==> config.mk <==
export PLATFORM = sky130hd
export DESIGN_NAME = exe_result_select_flat
export DESIGN_NICKNAME = d
export VERILOG_FILES = /design/src/rtl/exe_result_select_if.sv /design/src/rtl/exe_result_select.sv /design/src/flat_wrapper.sv
export SDC_FILE = /design/constraint.sdc
export NUM_CORES = 1
export LEC_CHECK = 0
export ABC_AREA = 1
export CAP_MARGIN = 20
export CORE_AREA = 2 2 108 110
export DETAILED_ROUTE_END_ITERATION = 8
export DIE_AREA = 0 0 110 112
export PLACE_DENSITY = 0.9
export SYNTH_ARGS = -nofsm -noshare
export SYNTH_HDL_FRONTEND = slang
export SYNTH_SLANG_ARGS = --single-unit
==> constraint.sdc <==
create_clock -name clk -period 3.3 [get_ports clk]
set_input_delay 0.33 -clock clk [delete_from_list [all_inputs] [get_ports clk]]
set_output_delay 0.33 -clock clk [all_outputs]
set_load 0.01 [all_outputs]
==> src/rtl/exe_result_select_if.sv <==
// ============================================================================
// Module      : exe_result_select_if
// Description : EX-side and writeback-side handshake bundle for the execute
//               result selector, including the mul/div return path and Hi/Lo view.
// Revision    : 1.0 - initial release
// ============================================================================
`default_nettype none

interface exe_result_select_if #(
  parameter int WIDTH   = 32,
  parameter int FUNCT_W = 6
);
  logic               in_valid;
  logic               in_ready;
  logic [FUNCT_W-1:0] funct;
  logic [WIDTH-1:0]   alu_out;
  logic [WIDTH-1:0]   shift_out;
  logic               md_valid;
  logic [WIDTH-1:0]   md_hi;
  logic [WIDTH-1:0]   md_lo;
  logic               out_valid;
  logic               out_ready;
  logic [WIDTH-1:0]   data_out;
  logic [WIDTH-1:0]   hi_q;
  logic [WIDTH-1:0]   lo_q;
  logic               md_pending;
  logic               md_err;

  modport master (
    output in_valid, funct, alu_out, shift_out, md_valid, md_hi, md_lo, out_ready,
    input  in_ready, out_valid, data_out, hi_q, lo_q, md_pending, md_err
  );

  modport slave (
    input  in_valid, funct, alu_out, shift_out, md_valid, md_hi, md_lo, out_ready,
    output in_ready, out_valid, data_out, hi_q, lo_q, md_pending, md_err
  );
endinterface

`default_nettype wire

==> src/rtl/exe_result_select.sv <==
// ============================================================================
// Module      : exe_result_select
// Description : Registered EX-stage writeback selector owning the Hi/Lo pair;
//               stalls Hi/Lo consumers while one MULTU/DIVU is outstanding.
//               Optional MTHI/MTLO support via EXE_RESULT_SELECT_MTHILO_EN.
// Revision    : 1.0 - initial release
// ============================================================================
`default_nettype none

module exe_result_select #(
  parameter int WIDTH   = 32,
  parameter int FUNCT_W = 6
) (
  input  wire logic          clk,
  input  wire logic          rst,
  exe_result_select_if.slave bus
);

  localparam logic [FUNCT_W-1:0] C_F_AND   = FUNCT_W'(6'b100100);
  localparam logic [FUNCT_W-1:0] C_F_OR    = FUNCT_W'(6'b100101);
  localparam logic [FUNCT_W-1:0] C_F_ADD   = FUNCT_W'(6'b100000);
  localparam logic [FUNCT_W-1:0] C_F_SUB   = FUNCT_W'(6'b100010);
  localparam logic [FUNCT_W-1:0] C_F_SLT   = FUNCT_W'(6'b101010);
  localparam logic [FUNCT_W-1:0] C_F_SLL   = FUNCT_W'(6'b000000);
  localparam logic [FUNCT_W-1:0] C_F_SRL   = FUNCT_W'(6'b000010);
  localparam logic [FUNCT_W-1:0] C_F_MULTU = FUNCT_W'(6'b011001);
  localparam logic [FUNCT_W-1:0] C_F_DIVU  = FUNCT_W'(6'b011011);
  localparam logic [FUNCT_W-1:0] C_F_MFHI  = FUNCT_W'(6'b010000);
  localparam logic [FUNCT_W-1:0] C_F_MFLO  = FUNCT_W'(6'b010010);
`ifdef EXE_RESULT_SELECT_MTHILO_EN
  localparam logic [FUNCT_W-1:0] C_F_MTHI  = FUNCT_W'(6'b010001);
  localparam logic [FUNCT_W-1:0] C_F_MTLO  = FUNCT_W'(6'b010011);
`endif

  logic             r_out_valid;
  logic [WIDTH-1:0] r_data;
  logic [WIDTH-1:0] r_hi;
  logic [WIDTH-1:0] r_lo;
  logic             r_md_pending;
  logic             r_md_err;

  logic             w_is_md;
  logic             w_is_mf;
  logic             w_is_mt;
  logic             w_stall;
  logic             w_in_ready;
  logic             w_accept;
  logic [WIDTH-1:0] w_sel;

  always_comb begin
    w_is_md = (bus.funct == C_F_MULTU) || (bus.funct == C_F_DIVU);
    w_is_mf = (bus.funct == C_F_MFHI)  || (bus.funct == C_F_MFLO);
`ifdef EXE_RESULT_SELECT_MTHILO_EN
    w_is_mt = (bus.funct == C_F_MTHI)  || (bus.funct == C_F_MTLO);
`else
    w_is_mt = 1'b0;
`endif
    // Anything touching Hi/Lo waits for the outstanding mul/div, including
    // the cycle its result arrives, so reads always see the fresh pair.
    w_stall    = r_md_pending && (w_is_md || w_is_mf || w_is_mt);
    w_in_ready = (!r_out_valid || bus.out_ready) && !w_stall;
    w_accept   = bus.in_valid && w_in_ready;
  end

  always_comb begin
    w_sel = '0;
    case (bus.funct)
      C_F_AND, C_F_OR, C_F_ADD, C_F_SUB, C_F_SLT: w_sel = bus.alu_out;
      C_F_SLL, C_F_SRL:                           w_sel = bus.shift_out;
      C_F_MFHI:                                   w_sel = r_hi;
      C_F_MFLO:                                   w_sel = r_lo;
      default:                                    w_sel = '0;
    endcase
  end

  always_ff @(posedge clk) begin
    if (!rst) begin
      r_out_valid  <= 1'b0;
      r_data       <= '0;
      r_hi         <= '0;
      r_lo         <= '0;
      r_md_pending <= 1'b0;
      r_md_err     <= 1'b0;
    end else begin
      r_md_err <= bus.md_valid && !r_md_pending;

      if (w_accept) begin
        r_out_valid <= 1'b1;
        r_data      <= w_sel;
      end else if (bus.out_ready) begin
        r_out_valid <= 1'b0;
      end

      // A stray md_valid (nothing pending) leaves Hi/Lo untouched.
      if (bus.md_valid && r_md_pending) begin
        r_hi         <= bus.md_hi;
        r_lo         <= bus.md_lo;
        r_md_pending <= 1'b0;
      end else begin
        if (w_accept && w_is_md) begin
          r_md_pending <= 1'b1;
        end
`ifdef EXE_RESULT_SELECT_MTHILO_EN
        if (w_accept && (bus.funct == C_F_MTHI)) begin
          r_hi <= bus.alu_out;
        end
        if (w_accept && (bus.funct == C_F_MTLO)) begin
          r_lo <= bus.alu_out;
        end
`endif
      end
    end
  end

  assign bus.in_ready   = w_in_ready;
  assign bus.out_valid  = r_out_valid;
  assign bus.data_out   = r_data;
  assign bus.hi_q       = r_hi;
  assign bus.lo_q       = r_lo;
  assign bus.md_pending = r_md_pending;
  assign bus.md_err     = r_md_err;

endmodule

`default_nettype wire

==> src/flat_wrapper.sv <==
// flat-port wrapper written by rule: the top's interface ports become plain ports
module exe_result_select_flat 
#(
  parameter int WIDTH   = 32,
  parameter int FUNCT_W = 6
)
  (clk, rst, bus_in_valid, bus_funct, bus_alu_out, bus_shift_out, bus_md_valid, bus_md_hi, bus_md_lo, bus_out_ready, bus_in_ready, bus_out_valid, bus_data_out, bus_hi_q, bus_lo_q, bus_md_pending, bus_md_err);
  exe_result_select_if #(.WIDTH(WIDTH), .FUNCT_W(FUNCT_W)) bus_i ();
  input  wire logic clk;
  input  wire logic rst;
  input wire logic [$bits(bus_i.in_valid)-1:0] bus_in_valid;
  input wire logic [$bits(bus_i.funct)-1:0] bus_funct;
  input wire logic [$bits(bus_i.alu_out)-1:0] bus_alu_out;
  input wire logic [$bits(bus_i.shift_out)-1:0] bus_shift_out;
  input wire logic [$bits(bus_i.md_valid)-1:0] bus_md_valid;
  input wire logic [$bits(bus_i.md_hi)-1:0] bus_md_hi;
  input wire logic [$bits(bus_i.md_lo)-1:0] bus_md_lo;
  input wire logic [$bits(bus_i.out_ready)-1:0] bus_out_ready;
  output wire logic [$bits(bus_i.in_ready)-1:0] bus_in_ready;
  output wire logic [$bits(bus_i.out_valid)-1:0] bus_out_valid;
  output wire logic [$bits(bus_i.data_out)-1:0] bus_data_out;
  output wire logic [$bits(bus_i.hi_q)-1:0] bus_hi_q;
  output wire logic [$bits(bus_i.lo_q)-1:0] bus_lo_q;
  output wire logic [$bits(bus_i.md_pending)-1:0] bus_md_pending;
  output wire logic [$bits(bus_i.md_err)-1:0] bus_md_err;
  assign bus_i.in_valid = bus_in_valid;
  assign bus_i.funct = bus_funct;
  assign bus_i.alu_out = bus_alu_out;
  assign bus_i.shift_out = bus_shift_out;
  assign bus_i.md_valid = bus_md_valid;
  assign bus_i.md_hi = bus_md_hi;
  assign bus_i.md_lo = bus_md_lo;
  assign bus_i.out_ready = bus_out_ready;
  assign bus_in_ready = bus_i.in_ready;
  assign bus_out_valid = bus_i.out_valid;
  assign bus_data_out = bus_i.data_out;
  assign bus_hi_q = bus_i.hi_q;
  assign bus_lo_q = bus_i.lo_q;
  assign bus_md_pending = bus_i.md_pending;
  assign bus_md_err = bus_i.md_err;
  exe_result_select #(.WIDTH(WIDTH), .FUNCT_W(FUNCT_W)) u_core (.clk(clk), .rst(rst), .bus(bus_i));
endmodule
# [Word-level counts from Yosys, hierarchy flattened]
# Cells that the tools add are included.
[word_totals] ff_bits=99 elab_cells=38
[classes] n_eq_ne=10 reduce_logical=18 bitwise_logic=1 mux=3
[op_table] operator="$pmux W32 S4" count=1
[op_table] operator="$eq A6 B6 Y1 const B" count=5
[op_table] operator="$eq A6 B5 Y1 const B" count=4
[op_table] operator="$eq A6 B2 Y1 const B" count=1
[op_table] operator="$logic_and A1 B1 Y1" count=6
[op_table] operator="$logic_not A6 Y1" count=1
[op_table] operator="$reduce_or A5 Y1" count=1
[op_table] operator="$logic_or A1 B1 Y1" count=4
[op_table] operator="$reduce_or A2 Y1" count=2
[op_table] operator="$logic_not A1 Y1" count=3
[op_table] operator="$mux W1" count=2
[op_table] operator="$reduce_bool A2 Y1" count=1
[op_table] operator="$not A1 Y1" count=1

# [Logic depth before layout (Yosys ltp)]
# Gate-level depths: netlist of run 1.
[depth] ltp_word=8 depth_mapped=10

# [Worst setup path before layout of run 1]
# OpenSTA, ideal clock, no wires.
[synth_timing] kind="in2reg" start="input bus_funct[4]" end="register u_core.r_data[20], in the netlist u_core.bus.data_out[20]" arrival_time_ns=1.160 path_buffers=1 setup_time_ns=0.112 required_ns=3.188 setup_slack_ns=2.027 stages=10 cell_sequence="inv_2 > nor2_4 > nand3_1 > nand2_1 > nand2_2 > nand3_4 > buf_4 > nand2_1 > nand2_1 > nor2_2"
[synth_via] elab_chain_len=7 elab_cells_between_ends=21 classes_between="eq/ne: 10; mux: 1; reduce/logical: 10"
[synth_lines] item="start, declared" line="flat_wrapper.sv:12" source="input wire logic [$bits(bus_i.funct)-1:0] bus_funct;"
[synth_lines] item="parallel branches: the longest is 7 deep, another holds $pmux W32 S4"
[synth_lines] item="end signal, assigned" line="exe_result_select.sv:89" source="r_data <= w_sel;"
[synth_lines] item="end, declared" line="exe_result_select.sv:36" source="logic [WIDTH-1:0] r_data;"
# Several ways; the timed one is not identified.
# A chain may end at the register's enable or synchronous reset.

# [Final worst setup path of run 1]
[layout_timing] start="input bus_funct[3]" end="output bus_in_ready"
[layout_via] elab_chain_len=6 elab_cells_between_ends=10 classes_between="eq/ne: 4; reduce/logical: 6"
[layout_lines] item="$eq A6 B5 Y1 (on tied branches)" line="exe_result_select.sv:51, exe_result_select.sv:52"
[layout_lines] item="$logic_or A1 B1 Y1 (on tied branches)" line="exe_result_select.sv:51, exe_result_select.sv:52"
[layout_lines] item="$logic_or A1 B1 Y1 *" line="exe_result_select.sv:60" source="w_stall = r_md_pending && (w_is_md || w_is_mf || w_is_mt);"
[layout_lines] item="$logic_and A1 B1 Y1 *" line="exe_result_select.sv:60"
[layout_lines] item="$logic_not A1 Y1 *" line="exe_result_select.sv:61" source="w_in_ready = (!r_out_valid || bus.out_ready) && !w_stall;"
[layout_lines] item="$logic_and A1 B1 Y1 *" line="exe_result_select.sv:61"
[layout_lines] item="end, declared" line="flat_wrapper.sv:19" source="output wire logic [$bits(bus_i.in_ready)-1:0] bus_in_ready;"
# Mark *: on every way between the ends. The rest lies on a longest branch, timed or not.

==> results of run 1 <==
[per-layer routing]
| layer | share of wire [%] | vias to the layer above | global-route usage (%) |
|---|---|---|---|
| met5 | 0 | - | 0 |
| met2 | 47 | 245 | 45.8 |
| met4 | 2.6 | 0 | 10.5 |
| met1 | 44 | 2462 | 38.3 |
| li1 | - | 2702 | - |
| met3 | 7.1 | 30 | 5.27 |
[flip-flops by register name, summed over array words and instances (netlist names)]
register	count
u_core.bus.hi_q	32
u_core.bus.md_pending	1
u_core.bus.md_err	1
u_core.bus.data_out	32
u_core.bus.out_valid	1
u_core.bus.lo_q	32
[final timing paths]
path / end / depth (start not counted)
max: bus_in_ready / 9
min: u_core.bus.hi_q[15]$_SDFFE_PN0P_ / 2
min reg2reg: u_core.bus.hi_q[15]$_SDFFE_PN0P_ / 2
max reg2reg: u_core.bus.hi_q[29]$_SDFFE_PN0P_ / 5
[worst register-to-register path: stages, from the launching register on]
cell and delay (ns):
dfxtp_1 0.43, nand2_2 0.09, inv_2 0.43, buf_4 0.37
nor2_1 0.07, nor2_1 0.11
[through the flow]
| step | worst slack [ns] | util [%] | area (um2) |
|---|---|---|---|
| 4_1_cts | 0.692 | 66.2 | 7390 |
| 2_1_floorplan | 2.03 | - | 4700 |
| 5_1_grt | 0.432 | 66.2 | 7390 |
| 3_3_place_gp | 0.750 | 63.7 | 7120 |
| 6_report | 0.674 | 66.2 | 7390 |
| 3_5_place_dp | 0.678 | 63.7 | 7120 |
[power groups by stage]
stage | clock (mW) | sequential, mW | combinational, mW
2_1_floorplan | 0 | 1.29 | 0.176
3_3_place_gp | 0 | 1.28 | 0.462
3_5_place_dp | 0 | 1.28 | 0.468
4_1_cts | 1.03 | 1.25 | 0.471
5_1_grt | 1.07 | 1.25 | 0.520
6_report | 1.02 | 1.25 | 0.473
[cell usage in the layout, fill, tap and decap left out]
cell / instances
nand3_1: 44
dfxtp_1: 99
nor2_2: 10
clkbuf_1: 3
a21boi_0: 1
nand2_1: 127
nand2_2: 2
buf_12: 1
buf_2: 1
clkinv_2: 2
buf_4: 9
inv_2: 4
inv_1: 57
o21ai_0: 73
bufinv_16: 1
a21oi_1: 16
nand3_4: 2
clkbuf_16: 9
nor2_4: 1
nand4_1: 47
clkdlybuf4s50_1: 237
nor2_1: 175
nor3_1: 3
o21ai_2: 1
a21oi_4: 1
[cell families (layout without fill, tap and decap cells)]
kind of cell | count (synthesis) | count (layout) | share of synthesized area [%]
flops | 99 | 99 | 42.1
compound gates | 92 | 92 | 9.92
simple gates | 411 | 411 | 37.9
buf+inv | 110 | 324 | 10.1
[cell type report]
class / instances / area (um2)
clock inverter: 3 / 40.0
sequential: 99 / 1980
tap: 143 / 179
clock buffer: 12 / 236
inverter: 61 / 229
timing repair buffer: 248 / 2460
multi-input combinational: 503 / 2260
fill: 970 / 3780
==> reports/results.tsv, run 1 <==
stage	metric	value	unit
worst_setup_path	slowest_delay	0.54	ns
power	powerDensity	372	nW/um2
power	pwr-share-seq	45.6	%
cts	cts_buffers	9	
power	clkPwrFrac	37.2	%
cells_and_area	fin_cells	1069	
sta	finalSetupTns	0	ns
sta	max-slew-margin-rel	38.1	%
global_routing	grt_usage	28.7	%
floorplanning	num_rows	39	
cts	cts_num_sinks	99	
detailed_routing	drc_errors	0	
synth	syn_nets	851	
sta	fin_crit_sh	79.6	%
worst_setup_path	critPathBufInv	4	
synth	ys_seq_elements	99	
floorplanning	die_y	112	um
detailed_routing	wirelength	17600	um
place	place.gp.congestion	0.902	
power	power	2.75	mW
worst_setup_path	r2r_setup_slack	1.74	ns
sta	min_period	2.63	ns
cells_and_area	syn_to_final_growth	57.2	%
synth	seq_area_frac_synth	42.1	%
detailed_routing	vias	5439	
cts	cts_root_buf	clkbuf_16	
power	leakage	2.88	nW
synth	synth_edf_count	0	
synth	synth_top_area_share	42.1	%
cells_and_area	num-nets-final	1061	
global_routing	grt_pass1_vias	5119	
power	intPower	2.08	mW
global_routing	grt_max_degree	75	
detailed_routing	antenna_left	0	
synth	avgSynthCellArea	6.61	um2
floorplanning	fp.dieW	110	um
worst_setup_path	start_kind	input port	
synth	ys_warn_count	0	
detailed_routing	wl_per_cell	16.4	um
global_routing	gr-total-overflow	0	
power	p_sw	0.671	mW
worst_setup_path	crit_chain	clkdlybuf4s50_1 > inv_1 > nor2_1 > nand3_1 > nand2_1 > nand2_2 > nand2_1 > inv_1 > clkdlybuf4s50_1	
detailed_routing	drt_iter0_markers	402	
cts	cts_resized	0	
global_routing	antenna_found_initial	0	
synth	async_flop_share	0	%
floorplanning	io_pins	239	
outcome	outcome	complete, no violations	
cts	cts-htree-levels	3	
worst_setup_path	reg2reg_from	u_core.bus.md_pending$_SDFFE_PP0P_	
synth	netlist_area	4700	um2
synth	yosysMostFrequentCell	nor2_1	
worst_setup_path	slowest_stage	clkdlybuf4s50_1	
synth	synth_top_cell_by_area	dfxtp_1	
worst_setup_path	crit_type	in -> out	
detailed_routing	vias_per_cell	5.09	
worst_setup_path	crit_path_start	bus_funct[3]	
place	dp.cells	1054	
sta	fmax	381	MHz
place	hpwl	12900	um
cts	cts_tree	built	
worst_setup_path	critPathCaptureType	output pin	
synth	synthTopCellsByArea	dfxtp_1 42%, nor2_1 14%, nand2_1 10%, o21ai_0 7.8%, nand4_1 6.3%	
cts	clkLatencyLatePin	0.35	ns
power	vdd_ir_drop_max	0.312	mV
cts	clkTransAtPathRegs	0.06	ns
sta	clock_skew	0.0106	ns
sta	slew_violations	0	
sta	worst_slew_pin_slew	0.927	ns
global_routing	grt_first_pass_wirelength	27100	um
sta	setup_violations	0	
hold_path	hp-class	reg -> reg	
worst_setup_path	critPathMaxFanout	16	
cts	cts_hold_buf	0	
cts	clk_path_buf_depth	2	
worst_setup_path	critPathArrivalTime	2.30	ns
sta	whs	0.476	ns
worst_setup_path	cp_top_family	buffers and inverters	
synth	synthTopCellsByCount	175 x nor2_1, 128 x nand2_1, 99 x dfxtp_1, 73 x o21ai_0, 57 x inv_1	
detailed_routing	first_pass_iters	5	
cts	post_cts_buffers	0	
sta	rsz0062_at_grt	no	
run	maxCapViolations	0	
cells_and_area	layout-drive-gt1-share	4.75	%
place	io_buffers	238	
hold_path	worstHoldStart	u_core.bus.hi_q[15]$_SDFFE_PN0P_	
power	sw_frac_of_total	24.4	%
floorplanning	die_area	12300	um2
sta	finalHoldViolations	0	
floorplanning	fp.coreArea	11200	um2
worst_setup_path	crit_required	2.97	ns
synth	ys_types	22	
cells_and_area	diodes	0	
synth	synthFlopType	dfxtp_1	
synth	syn_inst	712	
power	p_comb_share	17.2	%
floorplanning	start_util	42.1	%
Note: power is estimated with default switching activity, not from simulation.
==> run 2, diff against run 1 <==
--- a/config.mk
+++ b/config.mk
@@ -7,10 +7,10 @@
 export LEC_CHECK = 0
 export ABC_AREA = 1
 export CAP_MARGIN = 20
-export CORE_AREA = 2 2 108 110
+export CORE_AREA = 2 2 112 114
 export DETAILED_ROUTE_END_ITERATION = 8
-export DIE_AREA = 0 0 110 112
-export PLACE_DENSITY = 0.9
+export DIE_AREA = 0 0 114 116
+export PLACE_DENSITY = 0.85
 export SYNTH_ARGS = -nofsm -noshare
 export SYNTH_HDL_FRONTEND = slang
 export SYNTH_SLANG_ARGS = --single-unit
==> constraint.sdc (replaced) <==
create_clock -name clk -period 2.6 [get_ports clk]
set_input_delay 0.26 -clock clk [delete_from_list [all_inputs] [get_ports clk]]
set_output_delay 0.26 -clock clk [all_outputs]
set_load 0.01 [all_outputs]
==> reports/results.tsv, run 2 (synthesis results as in run 1) <==
stage	metric	value	unit
detailed_routing	vias	5430	
floorplanning	die_area	13200	um2
global_routing	grt.busiest_layer	met2	
worst_setup_path	critPathCaptureType	output pin	
place	place.gp.congestion	0.965	
sta	min_period	2.25	ns
global_routing	grt_usage	26.8	%
sta	whs	0.430	ns
run	maxCapViolations	0	
detailed_routing	drc_errors	0	
sta	clock_skew	0.00619	ns
detailed_routing	vias_per_cell	5.03	
worst_setup_path	start_kind	input port	
worst_setup_path	crit_type	in -> out	
cells_and_area	diodes	0	
outcome	outcome	complete, no violations	
cts	cts_hold_buf	0	
cts	cts_tree	built	
cts	cts-htree-levels	3	
cts	cts_root_buf	clkbuf_16	
sta	max-slew-margin-rel	40.9	%
global_routing	gr-total-overflow	0	
place	hpwl	13400	um
hold_path	hp-class	in -> reg	
worst_setup_path	slowest_delay	0.51	ns
sta	finalHoldViolations	0	
sta	fin_crit_sh	86.6	%
cts	clkLatencyLatePin	0.34	ns
floorplanning	num_rows	40	
sta	finalSetupTns	0	ns
detailed_routing	drt_iter0_markers	451	
cells_and_area	layout_commonest_cell	clkdlybuf4s50_1	
power	leakage	2.96	nW
power	powerDensity	496	nW/um2
floorplanning	start_util	39.5	%
sta	rsz0062_at_grt	no	
cells_and_area	final_cell_mix	237 x clkdlybuf4s50_1, 175 x nor2_1, 127 x nand2_1	
place	io_buffers	238	
sta	fmax	444	MHz
cts	post_cts_buffers	0	
cells_and_area	syn_to_final_growth	60.4	%
worst_setup_path	critPathMaxFanout	7	
floorplanning	fp.coreArea	11900	um2
cells_and_area	fin_cells	1080	
cts	clk_path_buf_depth	2	
global_routing	met1_usage	34.9	%
global_routing	grt_util_met2	43.1	%
floorplanning	fp.dieW	114	um
detailed_routing	wl_per_cell	16.4	um
power	vdd_ir_drop_max	0.350	mV
floorplanning	die_y	116	um
floorplanning	io_pins	239	
global_routing	antenna_found_initial	1	
worst_setup_path	critPathArrivalTime	1.99	ns
sta	slew_violations	0	
sta	setup_violations	0	
cells_and_area	num-nets-final	1067	
cells_and_area	fillers	1053	
global_routing	grt_pass1_vias	5101	
worst_setup_path	crit_required	2.34	ns
place	dp.cells	1064	
sta	worst_slew_pin_slew	0.887	ns
cts	cts_num_sinks	99	
global_routing	grt_max_degree	100	
cells_and_area	fin_util	63.4	%
cts	cts_buffers	9	
cells_and_area	layout-drive-gt1-share	5.68	%
power	power	3.74	mW
cts	clkTransAtPathRegs	0.07	ns
cts	cts_resized	0	
detailed_routing	antenna_left	0	
global_routing	met3_usage	7.17	%
worst_setup_path	slowest_stage	clkdlybuf4s50_1	
worst_setup_path	crit_chain	clkdlybuf4s50_1 > inv_2 > nor2_4 > nand3_1 > nand2_1 > nand2_2 > nand2_1 > inv_1 > clkdlybuf4s50_1	
detailed_routing	wirelength	17800	um
global_routing	grt_first_pass_wirelength	27500	um
detailed_routing	first_pass_iters	5	
run 2: cell types whose count changed in the layout (fill, tap and decap cells not counted), sizes merged:
| cell | previous run | this run |
|---|---|---|
| buf | 11 | 17 |
| bufinv | 1 | 3 |
| clkbuf | 12 | 11 |
run 2: area by class of cell:
class / instances / area, um2 / share of cell area, %
clock buffer: 11 / 243 / 3.22
clock inverter: 5 / 100 / 1.33
inverter: 61 / 229 / 3.03
multi-input combinational: 503 / 2260 / 30.0
sequential: 99 / 1980 / 26.3
tap: 147 / 184 / 2.44
timing repair buffer: 254 / 2550 / 33.8
run 2: where the power goes:
group / switching, mW / internal (mW) / total, mW / leakage (nW)
combinational: 0.270 / 0.344 / 0.614 / 1.98
clock: 0.574 / 0.964 / 1.54 / 0.169
sequential: 0.0271 / 1.56 / 1.59 / 0.805
total: 0.871 / 2.87 / 3.74 / 2.96
run 2: per-stage QoR:
| stage | worst slack, ns | area, um2 |
|---|---|---|
| 2_1_floorplan | 1.40 | 4700 |
| 3_3_place_gp | 0.375 | 7200 |
| 3_5_place_dp | 0.305 | 7200 |
| 4_1_cts | 0.351 | 7550 |
| 5_1_grt | 0.227 | 7550 |
| 6_report | 0.348 | 7550 |
run 2: final timing paths:
kind	from	cells past startpoint	end	slack (ns)
worst max register to register	u_core.bus.out_valid$_SDFFE_PN0P_	5	u_core.bus.data_out[15]$_SDFFE_PN0P_	1.20
worst min register to register	u_core.bus.hi_q[10]$_SDFFE_PN0P_	2	u_core.bus.hi_q[10]$_SDFFE_PN0P_	0.48
worst min-delay path	rst	4	u_core.bus.hi_q[14]$_SDFFE_PN0P_	0.43
worst max-delay path	bus_funct[4]	9	bus_in_ready	0.35
run 2: critical path: cells and delay by family:
family                 cells  cell delay [ns]
and+or+nand+nor            5             0.64
buffers and inverters      4             1.09
run 2: routing by layer:
layer  wire [um]  share of wire (%)
met5          13              0.073
met4         471                2.7
met1        7550                 43
met2        8160                 46
met3        1560                8.8
==> run 3, diff against run 2 <==
--- a/config.mk
+++ b/config.mk
@@ -6,7 +6,7 @@
 export NUM_CORES = 1
 export LEC_CHECK = 0
 export ABC_AREA = 1
-export CAP_MARGIN = 20
+export CAP_MARGIN = 0
 export CORE_AREA = 2 2 112 114
 export DETAILED_ROUTE_END_ITERATION = 8
 export DIE_AREA = 0 0 114 116
==> constraint.sdc (replaced) <==
create_clock -name clk -period 2.4 [get_ports clk]
set_input_delay 0.24 -clock clk [delete_from_list [all_inputs] [get_ports clk]]
set_output_delay 0.24 -clock clk [all_outputs]
set_load 0.01 [all_outputs]
==> reports/results.tsv, run 3 (synthesis results as in run 1) <==
stage	metric	value	unit
sta	finalHoldViolations	0	
place	place_area	7200	um2
cells_and_area	num-nets-final	1070	
power	power	3.92	mW
floorplanning	fp.dieW	114	um
cells_and_area	layout_commonest_cell	clkdlybuf4s50_1	
cells_and_area	diodes	0	
power	p_comb_share	17.2	%
floorplanning	die_area	13200	um2
sta	slew_violations	0	
worst_setup_path	critPathCaptureType	output pin	
cts	cts_num_sinks	99	
cts	cts_hold_buf	0	
run	maxCapViolations	0	
detailed_routing	vias_per_cell	5.00	
worst_setup_path	crit_required	2.16	ns
detailed_routing	drc_errors	0	
detailed_routing	first_pass_iters	5	
cells_and_area	syn_to_final_growth	59.8	%
cts	cts_buffers	9	
cells_and_area	fillers	1066	
power	leakage	2.95	nW
worst_setup_path	critPathArrivalTime	1.98	ns
detailed_routing	drt_iter0_markers	529	
cts	clkTransAtPathRegs	0.06	ns
cts	cts_root_buf	clkbuf_16	
cells_and_area	fin_area	7520	um2
global_routing	grt_max_degree	100	
global_routing	grt_first_pass_wirelength	27100	um
global_routing	gr-total-overflow	0	
cts	cts-htree-levels	3	
worst_setup_path	critPathMaxFanout	5	
sta	setup_slack	0.182	ns
cts	cts_resized	0	
cts	clk_path_buf_depth	2	
place	pre_cts_ws	0.138	ns
detailed_routing	wl_per_cell	16.7	um
detailed_routing	vias	5411	
floorplanning	start_util	39.5	%
place	hpwl	13500	um
power	vdd_ir_drop_max	0.267	mV
cells_and_area	layout-drive-gt1-share	6.09	%
sta	min_period	2.22	ns
detailed_routing	wirelength	18100	um
power	sw_frac_of_total	24.5	%
sta	worst_slew_pin_slew	0.924	ns
cts	cts_tree	built	
global_routing	grt_pass1_vias	5000	
cells_and_area	final_cell_mix	237 x clkdlybuf4s50_1, 175 x nor2_1, 127 x nand2_1	
floorplanning	die_y	116	um
cts	clkLatencyLatePin	0.35	ns
detailed_routing	antenna_left	0	
floorplanning	io_pins	239	
power	p_sw	0.959	mW
sta	fin_crit_sh	92.4	%
global_routing	antenna_found_initial	0	
sta	rsz0062_at_grt	no	
worst_setup_path	crit_type	in -> out	
sta	max-slew-margin-rel	38.4	%
sta	finalSetupTns	0	ns
sta	fmax	451	MHz
outcome	outcome	complete, no violations	
power	clkPwrFrac	38.9	%
global_routing	grt_usage	26.6	%
sta	setup_violations	0	
worst_setup_path	start_kind	input port	
place	io_buffers	238	
sta	clock_skew	0.00684	ns
place	place.gp.congestion	0.938	
hold_path	hp-class	in -> reg	
power	pwr-share-seq	44.0	%
power	intPower	2.96	mW
floorplanning	num_rows	40	
power	powerDensity	521	nW/um2
floorplanning	fp.coreArea	11900	um2
cts	post_cts_buffers	0	
[run 3: cell count changes in the layout (fill, tap and decap cells not counted)]
cell	previous run	this run
buf_4	12	17
clkbuf_1	1	0
clkinvlp_4	0	1
clkbuf_8	1	3
buf_12	4	2
bufinv_16	3	1
[run 3: final timing paths]
kind | cells after the start | end | start | slack (ns)
worst min register to register | 2 | u_core.bus.hi_q[15]$_SDFFE_PN0P_ | u_core.bus.hi_q[15]$_SDFFE_PN0P_ | 0.47
worst max-delay path | 8 | bus_in_ready | bus_funct[0] | 0.18
worst min-delay path | 4 | u_core.bus.hi_q[8]$_SDFFE_PN0P_ | rst | 0.40
worst max register to register | 4 | u_core.bus.hi_q[11]$_SDFFE_PN0P_ | u_core.bus.md_pending$_SDFFE_PP0P_ | 1.13
[run 3: layout make-up]
cell class                 instances  area (um2)  share of cell area, %
clock inverter                     4        47.5                  0.633
inverter                          61         229                   3.05
tap                              147         184                   2.45
clock buffer                      12         267                   3.55
sequential                        99        1980                   26.4
multi-input combinational        503        2260                   30.1
timing repair buffer             257        2540                   33.9
[run 3: power by group through the flow]
stage	registers [mW]	clock network, mW	logic, mW
after floorplan	1.78	0	0.242
after global placement	1.76	0	0.658
after detailed placement	1.76	0	0.663
after CTS	1.72	1.53	0.669
after global routing	1.72	1.60	0.728
final	1.72	1.52	0.673
[run 3: per-layer routing]
metal,vias to the layer above,wire length (um),global-route usage (%)
li1,2720,-,-
met1,2380,7720,34.8
met2,262,8270,42.0
met3,49,1500,6.59
met4,0,644,11.2
met5,-,0,0
[run 3: per-stage QoR]
step                std cells  utilization, %  hold slack (ns)
finish                   1083            63.1            0.403
global route             1083            63.1            0.446
CTS                      1083            63.1            0.416
detailed placement       1067            60.5            0.460
global placement         1067            60.5            0.450
floorplan                 712               -            0.354
[run 3: critical path, stage by stage]
cell and delay, ns:
clkdlybuf4s50_1 0.51, nor2_2 0.29, nand3_1 0.12, nand2_1 0.12, nand2_2 0.09, nand2_1 0.09
inv_1 0.04, clkdlybuf4s50_1 0.47
==> RTL change (config.mk and constraints of run 1) <==
`FUNCT_W` is set to 6 in 3 places; all go to 5.
--- a/src/rtl/exe_result_select_if.sv
+++ b/src/rtl/exe_result_select_if.sv
@@ -8,7 +8,7 @@
 
 interface exe_result_select_if #(
   parameter int WIDTH   = 32,
-  parameter int FUNCT_W = 6
+  parameter int FUNCT_W = 5
 );
   logic               in_valid;
   logic               in_ready;
--- a/src/rtl/exe_result_select.sv
+++ b/src/rtl/exe_result_select.sv
@@ -9,7 +9,7 @@
 
 module exe_result_select #(
   parameter int WIDTH   = 32,
-  parameter int FUNCT_W = 6
+  parameter int FUNCT_W = 5
 ) (
   input  wire logic          clk,
   input  wire logic          rst,
--- a/src/flat_wrapper.sv
+++ b/src/flat_wrapper.sv
@@ -2,7 +2,7 @@
 module exe_result_select_flat 
 #(
   parameter int WIDTH   = 32,
-  parameter int FUNCT_W = 6
+  parameter int FUNCT_W = 5
 )
   (clk, rst, bus_in_valid, bus_funct, bus_alu_out, bus_shift_out, bus_md_valid, bus_md_hi, bus_md_lo, bus_out_ready, bus_in_ready, bus_out_valid, bus_data_out, bus_hi_q, bus_lo_q, bus_md_pending, bus_md_err);
   exe_result_select_if #(.WIDTH(WIDTH), .FUNCT_W(FUNCT_W)) bus_i ();
Ports: changed (resized bus_funct); port bits go from 239 to 238. The function was not compared with the original's and may differ.
==> RTL change against run 1 <==
  * Sequential cell count did not move
  * Final area fell by 7.1%
  * Clock power rose by 9.8%
  * Critical path depth fell by 1
  * Final cell count fell by 7.7%
  * Global-route usage fell by 5.9 points
  * Total power rose by 3.3%
  * Area after synthesis fell by 6.1%
  * Wire length fell by 20%
  * Register-to-register slack got worse by 0.05 ns
  * Worst setup slack improved by 0.30 ns
  * Synthesized cell count fell by 6.9%
  * Die area did not move
  * Critical path type unchanged
  * Largest cell class unchanged
  * Largest power group unchanged
==> RTL change: results (changes against run 1) <==
Logic synthesis
  – Synth Area per Inst: 6.67 um2 (was 6.61 um2)
  – Sequential cell area fraction in the yosys report: 44.8% (was 42.1%)
  – Synth cell count leaders: nor2_1, nand2_1, dfxtp_1 (unchanged)
  – Cell variety after synth: 20 (was 22)
  – Syn nets: 801 (was 851)

Critical path
  – Worst-case reg-to-reg path depth: 6 (was 5)
  – Critical Path Fanout Max: 16 (unchanged)
  – Reg-to-Reg End: u_core.bus.data_out[13]$_SDFFE_PN0P_ (was u_core.bus.hi_q[29]$_SDFFE_PN0P_)
  – Crit. Startpoint: bus_funct[4] (was bus_funct[3])

GRT
  – Number of global-route vias before repair: 4711 (was 5119)
  – First-pass GRT wire length: 22100 um (was 27100 um)
  – Largest net degree at the start of global routing: 66 (was 75)
  – Total Routing Usage GR: 22.8% (was 28.7%)

Finish
  – Final #Nets: 979 (was 1061)
  – Share of layout cells above drive strength 1: 4.27% (was 4.75%)
  – # fillers: 982 (was 970)
  – Post-route insts no fill: 987 (was 1069)

Worst hold path
  – Worst hold path endpoint: u_core.bus.hi_q[25]$_SDFFE_PN0P_ (was u_core.bus.hi_q[15]$_SDFFE_PN0P_)
  – Hold Path Origin: u_core.bus.hi_q[25]$_SDFFE_PN0P_ (was u_core.bus.hi_q[15]$_SDFFE_PN0P_)

Placed design
  – GP Congestion: 0.805 (was 0.902)
  – Placed Cells incl. Taps: 973 (was 1054)
  – Post-DP HPWL: 9620 um (was 12900 um)
  – Port bufs: 205 (was 238)

Route
  – Vias/cell: 5.08 (was 5.09)

Power and ir drop
  – Peak supply drop: 0.281 mV (was 0.312 mV)
  – Switching share of total power: 23.1% (was 24.4%)
  – Lkg Pwr: 2.74 nW (was 2.88 nW)

Clock network
  – Clk Latency, worst-skew pair: 0.33 ns (was 0.35 ns)

Status
  – Status: completed (unchanged)

Timing
  – Relative slew slack: 35.6% (was 38.1%)
RTL change: changes by cell type after synthesis, moves of 2 or more:
cell	before	now
nor2_1	175	197
clkbuf_1	22	32
o21ai_0	73	64
nand3_1	44	64
buf_2	10	8
inv_1	57	38
a21oi_1	16	1
nand4_1	47	33
nor3_1	3	0
buf_1	6	3
nand3_4	2	0
nand2_1	128	108
nor2_2	10	1
buf_4	9	4
RTL change: logic make-up (layout without fill, tap and decap cells):
group | count (synthesis) | after routing | share of synthesized area (%)
AOI/OAI and AO/OA | 68 | 68 | 7.90
and+or+nand+nor | 405 | 405 | 38.4
buffers and inverters | 91 | 272 | 8.81
DFF | 99 | 99 | 44.8
RTL change: cell type report:
cell class                      instances  area share (%)
Multi-Input combinational cell        473            30.0
Sequential cell                        99            28.9
Clock buffer                           12            3.73
Timing Repair Buffer                  217            31.7
Clock inverter                          2           0.874
Tap cell                              143            2.60
Inverter                               41            2.24
RTL change: power groups by stage:
stage | clock network [mW] | logic [mW] | registers [mW]
2_1_floorplan | 0 | 0.183 | 1.31
3_3_place_gp | 0 | 0.452 | 1.29
3_5_place_dp | 0 | 0.456 | 1.29
4_1_cts | 1.15 | 0.459 | 1.26
5_1_grt | 1.19 | 0.505 | 1.27
6_report | 1.12 | 0.461 | 1.26
RTL change: critical path: stages:
cell and delay, ns:
clkdlybuf4s50_1 0.43, buf_4 0.21, nand2_1 0.08, inv_1 0.04, nand2_1 0.08, nand2_1 0.07, a21boi_0 0.18, clkdlybuf4s50_1 0.58
RTL change: metrics by stage:
stage	instance area, um2	worst slack, ns	hold slack (ns)
CTS	6870	0.972	0.503
detailed placement	6550	0.839	0.491
global route	6870	0.906	0.522
global placement	6550	0.843	0.484
floorplan	4420	1.94	0.444
finish	6870	0.979	0.501
RTL change: how the worst max path moves through the flow:
stage	endpoint	slack [ns]	depth (start not counted)
6_report	bus_in_ready	0.98	8
4_1_cts	bus_in_ready	0.97	8
5_1_grt	bus_in_ready	0.91	8
3_5_place_dp	u_core.bus.data_out[3]$_SDFFE_PN0P_	0.84	8
3_3_place_gp	u_core.bus.data_out[3]$_SDFFE_PN0P_	0.84	8
2_1_floorplan	u_core.bus.data_out[10]$_SDFFE_PN0P_	1.94	11
RTL change: layer usage:
metal  vias up  global-route usage [%]  share of wire, %
li1       2465                       -                 -
met1      2248                    26.4                38
met2       260                    37.8                49
met3        40                    5.27               9.6
met4         0                    13.2               3.1
met5         -                       0                 0
